[src/rtl/disp_arbiter.sv]
// Purpose: shares the 4-digit display between three requesters (fixed priority, minimum hold time, per-client blink).
// Latency: all outputs are registered; a grant or an owner value change shows up 1 cycle after it is sampled.
// Backpressure: none; requesters keep req high for as long as they want the screen, and a losing requester simply waits.
module disp_arbiter #(
  parameter int DIV   = 50000,
  parameter int HOLD  = 500,
  parameter int BLINK = 250
) (
  input  logic        clk,
  input  logic        rst,
  input  logic [2:0]  req,
  input  logic [15:0] val0,
  input  logic [15:0] val1,
  input  logic [15:0] val2,
  input  logic [2:0]  blink,
  output logic [2:0]  gnt,
  output logic [3:0]  num3,
  output logic [3:0]  num2,
  output logic [3:0]  num1,
  output logic [3:0]  num0,
  output logic        blank
);

  // Counter widths; a degenerate parameter of 1 still gets a 1-bit counter.
  localparam int PW = (DIV   > 1) ? $clog2(DIV)   : 1;
  localparam int HW = (HOLD  > 1) ? $clog2(HOLD)  : 1;
  localparam int BW = (BLINK > 1) ? $clog2(BLINK) : 1;

  localparam logic [PW-1:0] PRESC_LAST = PW'(DIV - 1);
  localparam logic [HW-1:0] HOLD_LAST  = HW'(HOLD - 1);
  localparam logic [BW-1:0] BLINK_LAST = BW'(BLINK - 1);

  typedef enum logic [1:0] {
    ST_IDLE = 2'd0,
    ST_LOCK = 2'd1,
    ST_OPEN = 2'd2
  } state_t;

  state_t        state_q, state_d;
  logic [1:0]    owner_q, owner_d;
  logic [HW-1:0] hold_q,  hold_d;
  logic [PW-1:0] presc_q, presc_d;
  logic [BW-1:0] blk_q,   blk_d;
  logic          phase_q, phase_d;
  logic [15:0]   num_q,   num_d;
  logic [2:0]    gnt_q,   gnt_d;
  logic          blank_q, blank_d;

  logic          tick;
  logic          any_req;
  logic [1:0]    hp;
  logic [15:0]   hp_val;
  logic [15:0]   owner_val;
  logic          owner_req;
  logic          higher_req;
  logic          grant;

  // Free-running prescaler; tick marks the last count of each period.
  always_comb begin
    tick    = (presc_q == PRESC_LAST);
    presc_d = tick ? '0 : presc_q + PW'(1);
  end

  // Blink phase flips once every BLINK ticks, independent of ownership.
  always_comb begin
    blk_d   = blk_q;
    phase_d = phase_q;
    if (tick) begin
      if (blk_q == BLINK_LAST) begin
        blk_d   = '0;
        phase_d = ~phase_q;
      end else begin
        blk_d = blk_q + BW'(1);
      end
    end
  end

  // Priority pick (lowest index wins) and the data of the pick and of the current owner.
  always_comb begin
    any_req = |req;
    hp      = 2'd2;
    if (req[0]) begin
      hp = 2'd0;
    end else if (req[1]) begin
      hp = 2'd1;
    end
    case (hp)
      2'd0:    hp_val = val0;
      2'd1:    hp_val = val1;
      default: hp_val = val2;
    endcase
    case (owner_q)
      2'd0:    owner_val = val0;
      2'd1:    owner_val = val1;
      default: owner_val = val2;
    endcase
  end

  // Owner's own request and whether anyone above the owner is asking.
  always_comb begin
    owner_req  = req[owner_q];
    higher_req = 1'b0;
    case (owner_q)
      2'd1:    higher_req = req[0];
      2'd2:    higher_req = req[0] | req[1];
      default: higher_req = 1'b0;
    endcase
  end

  // Ownership FSM: next state, owner, hold count and displayed digits.
  always_comb begin
    state_d = state_q;
    owner_d = owner_q;
    hold_d  = hold_q;
    num_d   = num_q;
    grant   = 1'b0;
    case (state_q)
      ST_IDLE: begin
        grant = any_req;
      end
      ST_LOCK: begin
        // Screen is pinned; a dropped owner request only freezes the digits.
        if (owner_req) begin
          num_d = owner_val;
        end
        if (tick) begin
          if (hold_q == HOLD_LAST) begin
            state_d = ST_OPEN;
            hold_d  = '0;
          end else begin
            hold_d = hold_q + HW'(1);
          end
        end
      end
      ST_OPEN: begin
        // Preemption beats release; a release with others waiting hands over to hp.
        if (higher_req || (!owner_req && any_req)) begin
          grant = 1'b1;
        end else if (!owner_req) begin
          state_d = ST_IDLE;
        end else begin
          num_d = owner_val;
        end
      end
      default: begin
        state_d = ST_IDLE;
      end
    endcase
    if (grant) begin
      state_d = ST_LOCK;
      owner_d = hp;
      hold_d  = '0;
      num_d   = hp_val;
    end
  end

  // Output flops are loaded from the next-state values so a grant is visible on its own edge.
  always_comb begin
    gnt_d   = (state_d == ST_IDLE) ? 3'b000 : (3'b001 << owner_d);
    blank_d = (state_d == ST_IDLE) | (blink[owner_d] & phase_d);
  end

  // State and output registers; reset wins over every other event.
  always_ff @(posedge clk) begin
    if (rst) begin
      state_q <= ST_IDLE;
      owner_q <= 2'd0;
      hold_q  <= '0;
      presc_q <= '0;
      blk_q   <= '0;
      phase_q <= 1'b0;
      num_q   <= 16'h0000;
      gnt_q   <= 3'b000;
      blank_q <= 1'b1;
    end else begin
      state_q <= state_d;
      owner_q <= owner_d;
      hold_q  <= hold_d;
      presc_q <= presc_d;
      blk_q   <= blk_d;
      phase_q <= phase_d;
      num_q   <= num_d;
      gnt_q   <= gnt_d;
      blank_q <= blank_d;
    end
  end

  assign gnt   = gnt_q;
  assign num3  = num_q[15:12];
  assign num2  = num_q[11:8];
  assign num1  = num_q[7:4];
  assign num0  = num_q[3:0];
  assign blank = blank_q;

endmodule

[config.mk]
export PLATFORM = sky130hd
export DESIGN_NAME = disp_arbiter
export DESIGN_NICKNAME = d
export VERILOG_FILES = /design/src/rtl/disp_arbiter.sv
export SDC_FILE = /design/constraint.sdc
export NUM_CORES = 1
export LEC_CHECK = 0
export ABC_CLOCK_PERIOD_IN_PS = 5700
export CORE_ASPECT_RATIO = 0.5
export CORE_MARGIN = 2
export CORE_UTILIZATION = 40
export DETAILED_ROUTE_END_ITERATION = 8
export PLACE_DENSITY = 0.67
export SLEW_MARGIN = 20
export SYNTH_ARGS = -nofsm -noshare
export SYNTH_HDL_FRONTEND = slang
export SYNTH_SLANG_ARGS = --single-unit
[constraint.sdc]
create_clock -name clk -period 5.7 [get_ports clk]
set_input_delay 1.425 -clock clk [delete_from_list [all_inputs] [get_ports clk]]
set_output_delay 1.425 -clock clk [all_outputs]
set_load 0.01 [all_outputs]
* Word-level counts from Yosys, hierarchy flattened
Cells that the tools add are included.
W data, S select, Z words.
** Word-level totals
- Bits of input ports :: 56
- Bits in registers :: 58
** Operators by class
- Eq/ne operators :: 9
- Magnitude comparators :: 2
- Multiplexer cells :: 26
- Shift-type cells :: 1
- Add/subtract/negate cells :: 3
- Reductions and logical operators :: 14
- Bitwise gates (word level) :: 4
** Operator list (number)
- $pmux W16 S2 :: 3
- $mux W16 :: 3
- $add A16 B1 Y16 const B :: 1
- $eq A16 B16 Y1 const B :: 1
- $mux W2 :: 8
- $add A9 B1 Y9 const B :: 1
- $eq A9 B9 Y1 const B :: 1
- $mux W9 :: 1
- $add A8 B1 Y8 const B :: 1
- $eq A8 B8 Y1 const B :: 1
- $logic_not A2 Y1 :: 4
- $mux W8 :: 1
- $eq A2 B1 Y1 const B :: 3
- $lt A2 B3 Y1 const B :: 2
- $pmux W2 S3 :: 1
- $reduce_or A2 Y1 :: 3
- $mux W1 :: 5
- $bmux W1 S2 :: 2
- $eq A2 B2 Y1 const B :: 2
- $pmux W1 S2 :: 2
- $reduce_and A2 Y1 :: 2
- $ne A3 B3 Y1 const B :: 1
- $reduce_bool A3 Y1 :: 1
- $reduce_or A3 Y1 :: 1
- other kinds (7) :: 8

* Longest topological paths before layout
- Depth after elaboration :: 12
- Depth in mapped cells :: 12
- Mapped depth without buffers :: 8

* Worst setup path after synthesis
OpenSTA, ideal clock, no wires.
- Path kind :: input port to flip-flop
- Start point :: input port req[0]
- End point :: register num_q[10]
- Arrival :: 2993 ps
- Library setup time :: 132 ps
- Stages on the path :: 8
- Buffers on the path :: 2
- Required time :: 5568 ps
- Setup slack :: 2576 ps
- Cell sequence :: buf_2 -> or3_4 -> o211ai_2 -> a21oi_4 -> mux2_4 -> buf_6 -> a221oi_2 -> nor3_1
** On the way
- Cells in the longest elaborated chain, start to end :: 9
- Elaborated cells between the ends (all ways) :: 21
- Classes of those cells :: eq/ne (2); mux (11); bitwise (1); reduce/logical (7)
** Ends and longest elaborated chain
- from (decl) :: line 11 : input logic [2:0] req,
- $bmux W1 S2 :: line 101 : owner_req = req[owner_q];
- $mux W1 (implied by the code) :: line 101
- $logic_not A1 Y1
- $logic_and A1 B1 Y1 :: line 137 : if (higher_req || (!owner_req && any_req)) begin
- $logic_or A1 B1 Y1 :: line 137
- $mux W1 :: line 137
- $pmux W1 S2 :: line 117 : case (state_q)
- $ne A3 B3 Y1 (no line) or $reduce_bool A3 Y1 (tied branches)
- $reduce_and A2 Y1 (no line)
- to (signal assigned) :: line 182 : num_q <= num_d;
- to (decl) :: line 45 : logic [15:0] num_q, num_d;
Parallel ways exist; a longest one is shown, timed or not. The select of a mux whose other input is x is not followed.
A chain may end at the register's enable or synchronous reset.

* Final worst setup path
- Start point :: input port req[1]
- End point :: register num_q[1]
The elaborated chain is that of the path after synthesis.

==> run metrics <==
clock-pin slew on the worst setup and hold paths=50 ps; Final min period=4030 ps; RSZ-0062 raised after global routing=false; boundary pin count=76; placed insts=529; hold_buf cts=0; I/O Buffers=75; total grt overflow=0; worst path arrival time=4210 ps; Slew Limit Fails=0; Tot GR Track Use=19.6%; CP Capture Type=flip-flop; max_slew headroom=39.4%; cts bufs inserted=9; Layout area overhead=33.0%; via count=2,951; DRC violations left=0; fill cell total of the finished layout=656; Routed WL per cell=14.9 um; min-delay src=presc_q[0]; Setup Buffers After CTS=0; Clock Latency Late Sink=330 ps; H-tree Lvls=3; row count=22; clock tree buffer depth=2; Clock Sinks=58; syn_nets=432; drt total wl=8.12 mm; leading cell types in the layout, fill and taps excluded=clkdlybuf4s50_1, dfxtp_1, nor2_1; share of layout cells above drive strength 1=8.26%; clock skew=6.38 ps; max cap viols=0; Pre-antenna DRT Iters=5; Die Width=130 um; flops & latches, synth=58; DRT iter0 DRCs=151; largest net degree at the start of global routing=38; initial antenna violation count=0; setup slack, reg-to-reg=2370 ps; vias in the first global route=2,986; Syn. warnings=0; core area=7540 um2; routability cong.=0.859; Crit Path Class=in2reg; Post-DP HPWL=5.64 mm; final non-filler cell total=544; top cells by area, synth=dfxtp_1, nor2_1, xor2_1, nand2_1, a221oi_2; die area=8760 um2; die height=67.2 um; Slew @ Worst Pin=907 ps; ANT cells=0; WHS Path Cells=1; fmax=248 MHz; Post-synth top flop=dfxtp_1; fin crit share=70.6%; syn_area_per_cell=8.65 um2; Hold Path End=presc_q[0]; Initial Utilization=42.3%; root buffer cell=clkbuf_16; Cells after Synth=369; share of the synthesized area in the top cell type=36.4%; Setup TNS=0 ps; CP Launch Type=input port; outcome=finished, final reports clean; sequential area share after synthesis=36.4%; path category of the worst min-delay check=reg2reg; worst-path fanout max=37; post-synth top area cell=dfxtp_1; R2R cell count=7; Synth cell types=57; Reg area=1160 um2; RR Startpoint=owner_q[0]; leakage=0.00155 uW; commonest non-fill, non-tap cell in the layout=clkdlybuf4s50_1; Async S/R FF share, synth=0%; r2r endpoint=num_q[1]; area of the multi-input gates=1890 um2; number of enable flip-flop cells after synthesis=0; antenna-violating nets left=0; CTS tree=yes; final hold vios=0; final setup fails=0; first-pass GRT wire length=13.3 mm; Synth Cell Area=3190 um2; worst-case vdd ir drop=0.170 mV; Req. time, crit path=5880 ps; Final nets=495; # resized after CTS=0; Pwr Density=277 nW/um2; Vias per Instance=5.42
## Yosys cell counts, drive strengths merged (6+ instances only)
library cell	instances
or3	6
nor2b	6
dfxtp	58
ha	7
xnor2	8
clkbuf	12
a221o	11
a21oi	11
xor2	18
nand3	10
o211ai	6
a221oi	11
buf	12
a22oi	12
o21ai	8
nor3	16
nand2	38
mux2i	7
nor2	54
nand4	12
## worst max path at each step
stage,from,endpoint,slack [ps],cells past startpoint
floorplan,req[0],num_q[10],2580,8
finish,req[1],num_q[1],1670,7
global placement,req[1],num_q[0],1420,7
CTS,req[1],num_q[0],1670,7
detailed placement,req[1],num_q[0],1310,7
global route,req[1],num_q[1],1480,7
## where the power goes
part           internal, uW  total [uW]  switching [uW]
Clock                   346         523             177
Combinational           113         214             101
Sequential              427         439            11.9
Total                   885        1170             290
## critical path, stage by stage
cell             delay [ps]
clkdlybuf4s50_1         740
nand3_1                 120
and3_1                  300
a21oi_4                 750
mux2_4                  460
a221oi_1                320
nor3_1                   80
## per-stage QoR
step	hold slack, ps	worst slack [ps]	cell area (um2)	utilization, %	total power [uW]
finish	446	1670	4250	56.3	1170
global route	490	1480	4250	56.3	1220
CTS	451	1670	4250	56.4	1190
detailed placement	444	1310	3970	52.6	660
global placement	428	1420	3970	52.6	656
floorplan	418	2580	3190	-	565
## state kept, by name, indices dropped and copies added (netlist names)
register and cells:
blank 1, owner_q 2, blk_q 8, state_q 2, gnt 3, presc_q 16
phase_q 1, num_q 16, hold_q 9
## metal layers
metal  wire, um  part of all wire, %  global-route usage [%]  vias up
met5          0                    0                       0        -
met4        109                  1.3                    6.91        0
met3        523                  6.4                    6.81       10
met2       3780                   47                    34.9       99
met1       3710                   46                    22.3     1378
li1           -                    -                       -     1464
## logic make-up after synthesis
logic type	Yosys count	synth area share (%)
compound gates	80	21.7
xor+xnor	26	7.13
fa+ha+maj	7	2.74
buf+inv	29	4.39
flops	58	36.4
mux	9	3.02
simple gates	160	24.6
## area by class of cell
| cell class | instances | share of cell area (%) |
|---|---|---|
| clock buffers | 12 | 5.80 |
| inverters | 5 | 0.442 |
| clock inverters | 3 | 0.943 |
| repair buffers | 76 | 17.7 |
| well taps | 108 | 3.18 |
| multi-input cells | 282 | 44.5 |
| flip-flops and latches | 58 | 27.3 |
No activity file was read; power rests on OpenSTA's default activity.
